$ cat src/rtl/key_action_mapper_pkg.sv
// Shared constants for the keyboard action mapper: PS/2 key codes, the break marker,
// action indices, the default action code table and the repeat FSM state type.
package keyboardPkg;

  localparam logic [15:0] RELEASED  = 16'h00F0;

  localparam logic [15:0] KEY_A     = 16'h001C;
  localparam logic [15:0] KEY_D     = 16'h0023;
  localparam logic [15:0] KEY_SPACE = 16'h0029;
  localparam logic [15:0] KEY_W     = 16'h001D;
  localparam logic [15:0] KEY_S     = 16'h001B;
  localparam logic [15:0] KEY_ENTER = 16'h005A;

  localparam int ACT_LEFT  = 0;
  localparam int ACT_RIGHT = 1;
  localparam int ACT_JUMP  = 2;
  localparam int ACT_UP    = 3;
  localparam int ACT_DOWN  = 4;
  localparam int ACT_START = 5;

  localparam int NUM_DEFAULT_ACTIONS = 6;

  localparam logic [15:0] DEFAULT_ACTION_CODES [NUM_DEFAULT_ACTIONS] =
    '{KEY_A, KEY_D, KEY_SPACE, KEY_W, KEY_S, KEY_ENTER};

  typedef enum logic [1:0] {
    RPT_IDLE   = 2'd0,
    RPT_DELAY  = 2'd1,
    RPT_REPEAT = 2'd2
  } repeat_state_t;

  function automatic int max_int(input int a, input int b);
    return (a > b) ? a : b;
  endfunction

endpackage

$ cat src/rtl/key_action_mapper_repeat_timer.sv
// Auto-repeat timer: tracks the lowest-index newly pressed action and emits
// timed repeat pulses for it until it is released, cleared or replaced.
module key_repeat_timer
  import keyboardPkg::*;
#(
  parameter int NUM_ACTIONS   = 6,
  parameter int REPEAT_DELAY  = 25_000_000,
  parameter int REPEAT_PERIOD = 5_000_000
) (
  input  logic                   clk,
  input  logic                   rst_n,
  input  logic                   clear,
  input  logic [NUM_ACTIONS-1:0] make_i,
  input  logic [NUM_ACTIONS-1:0] brk_i,
  output logic [NUM_ACTIONS-1:0] rep_o,
  output repeat_state_t          state_o
);

  localparam int CNT_W = $clog2(max_int(REPEAT_DELAY, REPEAT_PERIOD));
  localparam int ACT_W = (NUM_ACTIONS > 1) ? $clog2(NUM_ACTIONS) : 1;

  repeat_state_t    state_q, state_d;
  logic [CNT_W-1:0] cnt_q, cnt_d;
  logic [ACT_W-1:0] act_q, act_d;
  logic [ACT_W-1:0] low_idx;
  logic             rep_due;

  always_comb begin
    low_idx = '0;
    for (int i = NUM_ACTIONS - 1; i >= 0; i--) begin
      if (make_i[i]) low_idx = ACT_W'(i);
    end
  end

  always_comb begin
    state_d = state_q;
    cnt_d   = cnt_q;
    act_d   = act_q;
    rep_due = 1'b0;
    case (state_q)
      RPT_DELAY: begin
        if (cnt_q == CNT_W'(REPEAT_DELAY - 1)) begin
          rep_due = 1'b1;
          state_d = RPT_REPEAT;
          cnt_d   = '0;
        end else begin
          cnt_d = cnt_q + CNT_W'(1);
        end
      end
      RPT_REPEAT: begin
        if (cnt_q == CNT_W'(REPEAT_PERIOD - 1)) begin
          rep_due = 1'b1;
          cnt_d   = '0;
        end else begin
          cnt_d = cnt_q + CNT_W'(1);
        end
      end
      default: cnt_d = '0;
    endcase
    // Priority, lowest to highest: timing, release of the tracked key, new press, clear.
    if (state_q != RPT_IDLE && brk_i[act_q]) begin
      state_d = RPT_IDLE;
      cnt_d   = '0;
    end
    if (|make_i) begin
      state_d = RPT_DELAY;
      cnt_d   = '0;
      act_d   = low_idx;
    end
    if (clear) begin
      state_d = RPT_IDLE;
      cnt_d   = '0;
    end
  end

  // A due repeat pulse yields to any key event or clear in the same cycle.
  always_comb begin
    rep_o = '0;
    if (rep_due && !clear && !(|make_i) && !(|brk_i)) rep_o[act_q] = 1'b1;
  end

  assign state_o = state_q;

  always_ff @(posedge clk or negedge rst_n) begin
    if (!rst_n) begin
      state_q <= RPT_IDLE;
      cnt_q   <= '0;
      act_q   <= '0;
    end else begin
      state_q <= state_d;
      cnt_q   <= cnt_d;
      act_q   <= act_d;
    end
  end

endmodule

$ cat src/rtl/key_action_mapper.sv
// Maps PS/2 make/break key events to held levels, press/release pulses and facing.
// Build with KEY_REPEAT_EN defined to add timed auto-repeat press pulses.
module key_action_mapper
  import keyboardPkg::*;
#(
  parameter int          NUM_ACTIONS                = 6,
  parameter logic [15:0] ACTION_CODES [NUM_ACTIONS] = keyboardPkg::DEFAULT_ACTION_CODES,
  parameter int          LEFT_IDX                   = 0,
  parameter int          RIGHT_IDX                  = 1,
  parameter int          REPEAT_DELAY               = 25_000_000,
  parameter int          REPEAT_PERIOD              = 5_000_000
) (
  input  logic                   clk,
  input  logic                   rst_n,
  input  logic [31:0]            key_code,
  input  logic                   key_valid,
  input  logic                   clear,
  output logic [NUM_ACTIONS-1:0] held,
  output logic [NUM_ACTIONS-1:0] pressed,
  output logic [NUM_ACTIONS-1:0] released,
  output logic                   facing,
  output logic                   any_held
);

  // key_valid is a one-cycle strobe with no backpressure: key_code is consumed
  // in exactly the cycle key_valid is high, unless clear is also high.
  logic [NUM_ACTIONS-1:0] hit;
  logic                   brk;
  logic                   ev;
  logic [NUM_ACTIONS-1:0] make_pulse, brk_pulse, rep_pulse;

  logic [NUM_ACTIONS-1:0] held_q, held_d;
  logic [NUM_ACTIONS-1:0] pressed_q, pressed_d;
  logic [NUM_ACTIONS-1:0] released_q, released_d;
  logic                   facing_q, facing_d;
  logic                   any_held_q, any_held_d;

  always_comb begin
    hit = '0;
    for (int i = 0; i < NUM_ACTIONS; i++) begin
      hit[i] = (key_code[15:0] == ACTION_CODES[i]);
    end
  end

  assign brk        = (key_code[31:16] == RELEASED);
  assign ev         = key_valid && !clear;
  assign make_pulse = (ev && !brk) ? (hit & ~held_q) : '0;
  assign brk_pulse  = (ev &&  brk) ? (hit &  held_q) : '0;

`ifdef KEY_REPEAT_EN
  repeat_state_t dbg_state_unused;

  key_repeat_timer #(
    .NUM_ACTIONS  (NUM_ACTIONS),
    .REPEAT_DELAY (REPEAT_DELAY),
    .REPEAT_PERIOD(REPEAT_PERIOD)
  ) u_repeat (
    .clk    (clk),
    .rst_n  (rst_n),
    .clear  (clear),
    .make_i (make_pulse),
    .brk_i  (brk_pulse),
    .rep_o  (rep_pulse),
    .state_o(dbg_state_unused)
  );
`else
  logic unused_cfg;
  assign unused_cfg = ^{32'(REPEAT_DELAY), 32'(REPEAT_PERIOD)};
  assign rep_pulse  = '0;
`endif

  always_comb begin
    held_d     = clear ? '0 : ((held_q | make_pulse) & ~brk_pulse);
    pressed_d  = make_pulse | rep_pulse;
    released_d = brk_pulse;
    any_held_d = |held_d;
    facing_d   = facing_q;
    if (make_pulse[LEFT_IDX])       facing_d = 1'b1;
    else if (make_pulse[RIGHT_IDX]) facing_d = 1'b0;
  end

  always_ff @(posedge clk or negedge rst_n) begin
    if (!rst_n) begin
      held_q     <= '0;
      pressed_q  <= '0;
      released_q <= '0;
      facing_q   <= 1'b0;
      any_held_q <= 1'b0;
    end else begin
      held_q     <= held_d;
      pressed_q  <= pressed_d;
      released_q <= released_d;
      facing_q   <= facing_d;
      any_held_q <= any_held_d;
    end
  end

  assign held     = held_q;
  assign pressed  = pressed_q;
  assign released = released_q;
  assign facing   = facing_q;
  assign any_held = any_held_q;

endmodule
$ cat config.mk
export PLATFORM = sky130hd
export DESIGN_NAME = key_action_mapper
export DESIGN_NICKNAME = d
export VERILOG_FILES = /design/src/rtl/key_action_mapper_pkg.sv /design/src/rtl/key_action_mapper_repeat_timer.sv /design/src/rtl/key_action_mapper.sv
export SDC_FILE = /design/constraint.sdc
export NUM_CORES = 1
export LEC_CHECK = 0
export ABC_AREA = 1
export CAP_MARGIN = 20
export CORE_MARGIN = 2
export CORE_UTILIZATION = 39
export CTS_CLUSTER_DIAMETER = 30
export CTS_CLUSTER_SIZE = 30
export DETAILED_ROUTE_END_ITERATION = 10
export PLACE_DENSITY = 0.88
export SLEW_MARGIN = 20
export SYNTH_ARGS = -nofsm -noshare
export SYNTH_HDL_FRONTEND = slang
export SYNTH_HIERARCHICAL = 1
export SYNTH_SLANG_ARGS = --single-unit
$ cat constraint.sdc
create_clock -name clk -period 1.2 [get_ports clk]
set_input_delay 0.18 -clock clk [delete_from_list [all_inputs] [get_ports clk]]
set_output_delay 0.18 -clock clk [all_outputs]
set_load 0.01 [all_outputs]
Word-level counts from Yosys, hierarchy flattened
Index checks and enable logic that the tools add are counted.
- multiplexer cells: 5
- equal/unequal tests: 7
- bitwise logic cells: 6
- reduce and logical (&&, ||, !) cells: 7
- operators by type and width (kind ; count):
    equality test 16 x 5 -> 1 bit, second input constant ; 3
    equality test 16 x 6 -> 1 bit, second input constant ; 2
    bitwise AND 6 bit ; 3
    2-to-1 mux 6 bit ; 3
    equality test 16 x 7 -> 1 bit, second input constant ; 1
    equality test 16 x 8 -> 1 bit, second input constant ; 1
    NOT 6 bit ; 2
    OR 6 bit ; 1
    OR reduction 6 bit ; 1
    logical AND 1 bit ; 3
    zero test 1 bit ; 2
    2-to-1 mux 1 bit ; 2
    nonzero test 2 bit ; 1
- output and inout bits: 20
- word-level logic and storage cells: 30
- input port bits: 36
- register bits: 20

Logic depth before layout (Yosys ltp)
- word-level depth: 8
- depth in mapped cells: 12
- depth with buffers taken out: 11

Worst setup path before layout
OpenSTA, ideal clock, no wires.
- path type: input to register
- start point: input key_code[31]
- end point: register any_held_q (netlist: any_held)
- cell stages on the path: 11
- path slack: 0.033 ns
- library setup time: 0.119 ns
- arrival time: 1.049 ns
- path buffers: 1
- data required time: 1.081 ns
- cells stage by stage: nor2_1 > nand2_1 > nor2_4 > nand2_1 > nand2_2 > buf_6 > o21bai_1 > nand2_2 > nand2_1 > nor2_1 > nand2_1
- longest elaborated chain between the ends: 8
- elaborated cells on any way between the ends: 11
- classes of those cells: eq/ne (1); mux (3); bitwise (3); reduce/logical (4)
- ends and longest elaborated chain (what ; RTL line ; RTL):
    start: declaration ; key_action_mapper.sv:15 ; input logic [31:0] key_code,
    equality test 16 x 8 -> 1 bit * ; key_action_mapper.sv:45 ; assign brk = (key_code[31:16] == RELEASED);
    zero test 1 bit ; key_action_mapper.sv:47 ; assign make_pulse = (ev && !brk) ? (hit & ~held_q) : '0;
    logical AND 1 bit ; key_action_mapper.sv:47 ;
    2-to-1 mux 6 bit ; key_action_mapper.sv:47 ;
    OR 6 bit ; key_action_mapper.sv:73 ; held_d = clear ? '0 : ((held_q | make_pulse) & ~brk_pulse);
    bitwise AND 6 bit * ; key_action_mapper.sv:73 ;
    2-to-1 mux 6 bit * ; key_action_mapper.sv:73 ;
    OR reduction 6 bit * ; key_action_mapper.sv:76 ; any_held_d = |held_d;
    via any_held_d ; key_action_mapper.sv:36 ; logic any_held_q, any_held_d;
    end signal: assignment ; key_action_mapper.sv:94 ; any_held_q <= any_held_d;
    end: declaration ; key_action_mapper.sv:36 ;
Mark *: on every way through the listed nets, which the timed path passes. The rest lies on a longest branch.
A chain may end at the register's enable or synchronous reset.

Worst setup path after layout
- start point: input key_code[2]
- end point: register any_held_q (netlist: any_held)
- longest elaborated chain between the ends: 7
- elaborated cells on any way between the ends: 15
- classes of those cells: eq/ne (6); mux (3); bitwise (5); reduce/logical (1)
- ends and longest elaborated chain (what ; RTL line ; RTL):
    equality test 16 x 5 -> 1 bit * ; key_action_mapper.sv:41 ; hit[i] = (key_code[15:0] == ACTION_CODES[i]);
    bitwise AND 6 bit, on equally long branches ; key_action_mapper.sv:47, key_action_mapper.sv:48 ;
    2-to-1 mux 6 bit, on equally long branches ; key_action_mapper.sv:47, key_action_mapper.sv:48 ;
    OR 6 bit or NOT 6 bit (tied branches) ; key_action_mapper.sv:73 ;
    bitwise AND 6 bit * ; key_action_mapper.sv:73 ;
    2-to-1 mux 6 bit * ; key_action_mapper.sv:73 ;
    via held_d[4] ; key_action_mapper.sv:32 ; logic [NUM_ACTIONS-1:0] held_q, held_d;
    OR reduction 6 bit * ; key_action_mapper.sv:76 ;
    via any_held_d ; key_action_mapper.sv:36 ;
Marked as above.

==> impl_metrics.ini <==
[global_route]
grt_max_degree = 21
grt_pass1_vias = 1228
grt_overflow = 0
grt_pass1_wl_um = 5510
grtUsageTotal_pct = 21.9
antenna_found_initial = 0

[routing]
vias = 1220
dr.pass1.iters = 4
dr.first_iter.drc_count = 34
ant_nets = 0
drt-total-wl_um = 3380
routed_via_density = 4.62
drc = 0
wl_per_cell_um = 12.8

[pwr]
total_power_mw = 1.28
p_switching_mw = 0.315
p_per_area_mw_per_mm2 = 613
p_int_mw = 0.963
power_frac_seq_pct = 52.7
sw_frac_of_total_pct = 24.7
ir_worst_vdd_uv = 587
p_leak_nw = 1.09
p_comb_share_pct = 16.5
power_frac_clock_pct = 30.8

[synth]
yosysSeqAreaShare_pct = 45.1
ys_seq_elements = 20
synth.avg_cell_area_sq_um = 8.09
ys_types = 17
ys_warn_count = 6
syn_inst = 137
syn_area_sq_mm = 0.00111
syn_nets = 173

[finish]
insertedDiodeCount = 0
drive_gt1_share_pct = 47.6
layout.cells.non_filler = 264
layout.nets = 270
nFillCells = 186
area_delta_synth_final_pct = 88.0
design_area_sq_mm = 0.00208

[timing]
fin_skew_ns = 0.00172
fin_crit_sh_pct = 102
fin_crit_ns = 1.23
fmax_mhz = 815
slew_headroom_pct = 82.9
maxSlewViolCount = 0
worstMarginPinSlew_ns = 0.256
fin_setup_tns_ns = -0.0265
rsz0062_at_grt = true
layout_setup_ws_ns = -0.0265
final_hold_viol_count = 0
finalSetupViolations = 1

[placed_design]
pre_cts_slack_ns = -0.550
dp.cells = 239
numPortBuffers = 55
place_area_sq_mm = 0.00182
gp_congestion = 0.857
hpwl_um = 2020

[clock_tree]
clockBufferDepth = 2
clock-sinks = 20
cts_tree = built
cts-root-buf = clkbuf_4
cts_made_buffers = 3
clk_latency_ns = 0.30
path_clk_slew_ns = 0.11
h-tree-depth = 1

[floorplan]
ioPinCount = 56
core_sq_mm = 0.00273
placementRows = 19
die_w_um = 57.3
die_area_sq_mm = 0.00329
start_util_pct = 40.5
fp.dieH_um = 57.3

[outcome]
outcome = finished with violations
violations = negative setup slack

[run]
maxCapViolCount = 0

[worst_setup_path]
critical_path_required_ns = 1.40
cp-start-kind = primary input
crit_type = in -> reg
cp_slowest_cell = dlygate4sd2_1
crit_fanout = 3
cp_common_cell = nand2_1
crit_chain = dlygate4sd2_1, nor2_4, nand2_1, nor2_1, nand2_1, nor2_1, nand2_1, nand2_1, nor2_1, nor2_1, nand2_1
worst_path_largest_cell_delay_ns = 0.27
critPathArrivalTime_ns = 1.43
crit_path_end_kind = flip-flop

[worst_hold_path]
hp-class = in -> async
## power groups by stage
stage / Sequential [mW] / Combinational [mW] / Clock [mW]
after floorplan: 0.687 / 0.0576 / 0
after global placement: 0.687 / 0.203 / 0
after detailed placement: 0.687 / 0.208 / 0
after CTS: 0.674 / 0.202 / 0.396
after global routing: 0.674 / 0.231 / 0.443
final: 0.674 / 0.211 / 0.393
## what timing repair did
item	in CTS	in global routing
setup buffers	16	5
resized for setup	98	57
hold buffers	0	0
endpoints found under the setup margin	32	15
pin swaps	50	43
cloned	1	0
## cells by family (layout without fill, tap and decap cells)
logic type / count (synthesis) / after routing / synth area share (%)
flops: 20 / 20 / 45.1
simple gates: 90 / 90 / 41.9
compound gates: 7 / 7 / 4.85
buf+inv: 20 / 116 / 8.13
## placed cells by master, fill, tap and decap left out, types with 4 or more instances in the layout
cell type / Yosys / layout
clkbuf_2: 0 / 16
o21bai_1: 4 / 4
nand3_4: 1 / 5
nor2_1: 26 / 19
nand2_2: 6 / 10
nor2_4: 3 / 16
nor3_1: 5 / 4
buf_2: 0 / 5
inv_1: 18 / 15
buf_6: 2 / 4
buf_4: 0 / 32
dlygate4sd2_1: 0 / 18
nor2_2: 13 / 7
clkdlybuf4s15_1: 0 / 15
dfrtp_1: 20 / 20
nand2_1: 27 / 21
## worst max-delay path, delay by kind of cell
kind                   cells  cell delay, ns
buffers and inverters      1            0.27
and+or+nand+nor           10            0.97
## metal layers
| metal | wire, um | vias to the layer above | track usage, % |
|---|---|---|---|
| li1 | - | 613 | - |
| met1 | 1390 | 562 | 27.1 |
| met2 | 1830 | 43 | 39.4 |
| met3 | 135 | 2 | 2.27 |
| met4 | 25 | 0 | 7.64 |
| met5 | 0 | - | 0 |
## cell usage after synthesis
library cell  instances  area share (%)
inv_1                18             6.1
nand3_4               1             1.6
nor3_1                5             2.3
o21ai_1               1            0.45
nor2_1               26             8.8
nand2_2               6             3.4
nor2_4                3             3.0
nor2_2               13             7.3
o21bai_2              1             1.0
o21bai_1              4             2.7
nand3_2               4             3.6
nand3_1               4             1.8
nor3_2                1            0.90
nand2_1              27             9.1
o21a_1                1            0.68
dfrtp_1              20              45
buf_6                 2             2.0
## state kept, by name (all words and copies together) (netlist names)
name	flops
facing	1
pressed	6
released	6
any_held	1
held	6
## cell type report
class / instances / area, sq um / share of cell area, %
flip-flops and latches: 20 / 500 / 24.0
inverters: 18 / 67.6 / 3.24
repair buffers: 94 / 776 / 37.2
multi-input cells: 97 / 666 / 31.9
well taps: 31 / 38.8 / 1.86
clock buffers: 4 / 36.3 / 1.74
## final timing paths
check                            start     endpoint  slack (ns)  depth (start not counted)
max in group asynchronous        rst_n      held[2]        0.79                          2
max reg2reg                    held[4]     any_held           0                          8
min                              rst_n  released[1]        0.21                          2
max                        key_code[2]     any_held       -0.03                         11
min reg2reg                     facing       facing        0.55                          2
min in group clk           key_code[6]  released[5]        0.33                          5
## through the flow
step | hold WS, ns | util [%]
after floorplan | -0.116 | -
after global placement | 0.460 | 66.7
after detailed placement | 0.467 | 66.7
after CTS | 0.217 | 75.2
after global routing | 0.202 | 76.2
final | 0.211 | 76.2
(Power assumes the default switching activity.)
==> variant (config.mk and constraints unchanged) <==
Add a define of `KEY_REPEAT_EN`.
--- a/src/rtl/key_action_mapper.sv
+++ b/src/rtl/key_action_mapper.sv
@@ -1,5 +1,7 @@
 // Maps PS/2 make/break key events to held levels, press/release pulses and facing.
 // Build with KEY_REPEAT_EN defined to add timed auto-repeat press pulses.
+`define KEY_REPEAT_EN
+
 module key_action_mapper
   import keyboardPkg::*;
 #(
Formal check against the unedited RTL: same outputs for any inputs over 10 cycles, from zero or initial values and one cycle with rst_n low; that may be too few to reach the edited logic, so the function may still have changed.
==> variant against the original RTL <==
The run still ends with negative setup slack left; clock power increased to 2.6 times the old value; power increased by 140%; worst setup slack got worse by 660 ps; final area rose to 2.6 times the old value; sequential power up 150%; sequential cell count is 30 higher; synthesized area grew to 2.8 times the old value; wire length increased to 3.6 times the old value; critical endpoint is now u_repeat/cnt_q[10]; largest power group unchanged.
==> variant: results (changes against the original RTL) <==
run status=finished, violations left; failing checks=negative setup slack; logic gate share of total power=0.108 (-0.057); clock buffer depth=2 (unchanged); portion of the post-synthesis area used by sequential elements=0.4085 (-0.04297); Slowest-stage cell, CP=sky130_fd_sc_hd__nor2_2; final std cells w/o fill=707 (+170%); capture endpoint of the worst hold path=u_repeat/state_o[0]; DR WL met3=441 um (+230%); Sequential Power=1.68 mW (+150%); cell area after placement=4579 um^2 (+150%); top cells by count, synth=86 x sky130_fd_sc_hd__nor2_1, 81 x sky130_fd_sc_hd__nand2_1, 50 x sky130_fd_sc_hd__dfrtp_1; detailed router's first-iteration violation count=136 (+300%); Fin Setup TNS=-24810 ps (-24780 ps); capturing element of the worst setup path=u_repeat/cnt_q[10]; timing startpoint of the critical path=key_code[5]; worst supply voltage drop on vdd=0.4121 mV (-30%); placed cell count=657 (+170%); number of instances in the synthesized netlist=400 (+190%); clock root buffer=sky130_fd_sc_hd__clkbuf_8; number of H-tree levels=2 (+1); wire length of the first global-routing pass=17870 um (+220%); Inserted Clock Buffers=5 (+2); global placer's final weighted congestion=0.9436 (+10%); fraction of met2 tracks used by global routing=0.5122 (+0.1181); async set or reset register ratio after synthesis=1.000 (unchanged); worst r2r path cells=12 (+4); Post-Synthesis Net Count=440 (+150%); most area-consuming cells after synthesis=sky130_fd_sc_hd__dfrtp_1 41%, sky130_fd_sc_hd__nor2_1 11%, sky130_fd_sc_hd__nand2_1 9.9%, sky130_fd_sc_hd__inv_1 5.8%, sky130_fd_sc_hd__nor2_2 4.5%; distinct cell type count of the synthesized netlist=32 (+15); fraction of met1 tracks used by global routing=0.2534 (-0.01752); class of the worst hold path=in2reg; placed wire-length estimate after detailed placement=6654 um (+230%); vias in the first global route=3876 (+220%); register-to-register path setup slack=-600 ps (-600 ps); worst path setup slack after routing=-682.8 ps (-656.4 ps); proportion of layout cells with a drive suffix above 1=0.5504 (+0.07402); final hold slack=345.7 ps (+134.9 ps); # setup viols final=49 (+48); Global Route met3 Usage=0.05045 (+0.02777); maximum fanout along the worst path=8 (+5); startpoint of the worst register-to-register path=held[0]; longest individual stage delay on the worst path=210 ps (-60 ps); sum of routed wire length over all layers=12030 um (+260%); largest net degree at the start of global routing=51 (+140%); largest clock skew in the final design=16.84 ps (+15.12 ps); number of filler instances in the final layout=517 (+180%); average vias per placed instance=5.124 (+11%); switch share=0.2628 (+0.01617); LEAKAGE=2.624 nW (+140%); dpl ws=-1236 ps (-686.3 ps); sum of routed wire segments on met1=4093 um (+190%); sequential power share=0.553 (+0.026); global-route usage over all layers=0.2660 (+0.04729); Worst Tran Pin Value=286.4 ps (+29.95 ps); worst r2r dst=u_repeat/cnt_q[22]; insertion delay of the later-clocked pin in the worst-skew pair=320 ps (+20 ps); met2 wire length=6484 um (+250%)
==> variant: cell types whose count changed in the layout (fill, tap and decap cells not counted), moves of 14 or more <==
cell,unedited run,this run
sky130_fd_sc_hd__buf_2,5,22
sky130_fd_sc_hd__buf_4,32,105
sky130_fd_sc_hd__buf_6,4,52
sky130_fd_sc_hd__clkbuf_2,16,1
sky130_fd_sc_hd__dfrtp_1,20,45
sky130_fd_sc_hd__inv_1,15,40
sky130_fd_sc_hd__nand2_1,21,54
sky130_fd_sc_hd__nand2_2,10,24
sky130_fd_sc_hd__nand3_1,3,17
sky130_fd_sc_hd__nor2_1,19,43
sky130_fd_sc_hd__nor2_2,7,30
sky130_fd_sc_hd__nor2_4,16,39
sky130_fd_sc_hd__xor2_1,0,15
==> variant: cell families after synthesis <==
| group | synth area share |
|---|---|
| simple gates | 0.4048 |
| fa+ha+maj | 0.01634 |
| flops | 0.4085 |
| compound gates | 0.03104 |
| buf+inv | 0.07925 |
| xor+xnor | 0.06005 |
==> variant: repair_timing <==
item | in CTS | in global routing
resized for setup | 251 | 97
hold buffers | 1 | 0
buffers inserted | 33 | 21
endpoints found under the hold margin | 50 | 0
pin swaps | 44 | 50
setup endpoints to repair | 70 | 57
cloned | 0 | 0
==> variant: worst min-delay path, cell delays in order <==
cell	delay [ps]
sky130_fd_sc_hd__clkbuf_2	140
sky130_fd_sc_hd__buf_4	210
sky130_fd_sc_hd__o22ai_2	100
==> variant: final cells by class <==
class	count	area [um^2]	area share
tap	102	127.6	0.02316
inverter	49	186.4	0.03383
timing repair buffer	202	1753	0.3180
clock inverter	3	21.27	0.003859
clock buffer	5	68.82	0.01249
sequential	50	1257	0.2282
multi-input combinational	296	2097	0.3805
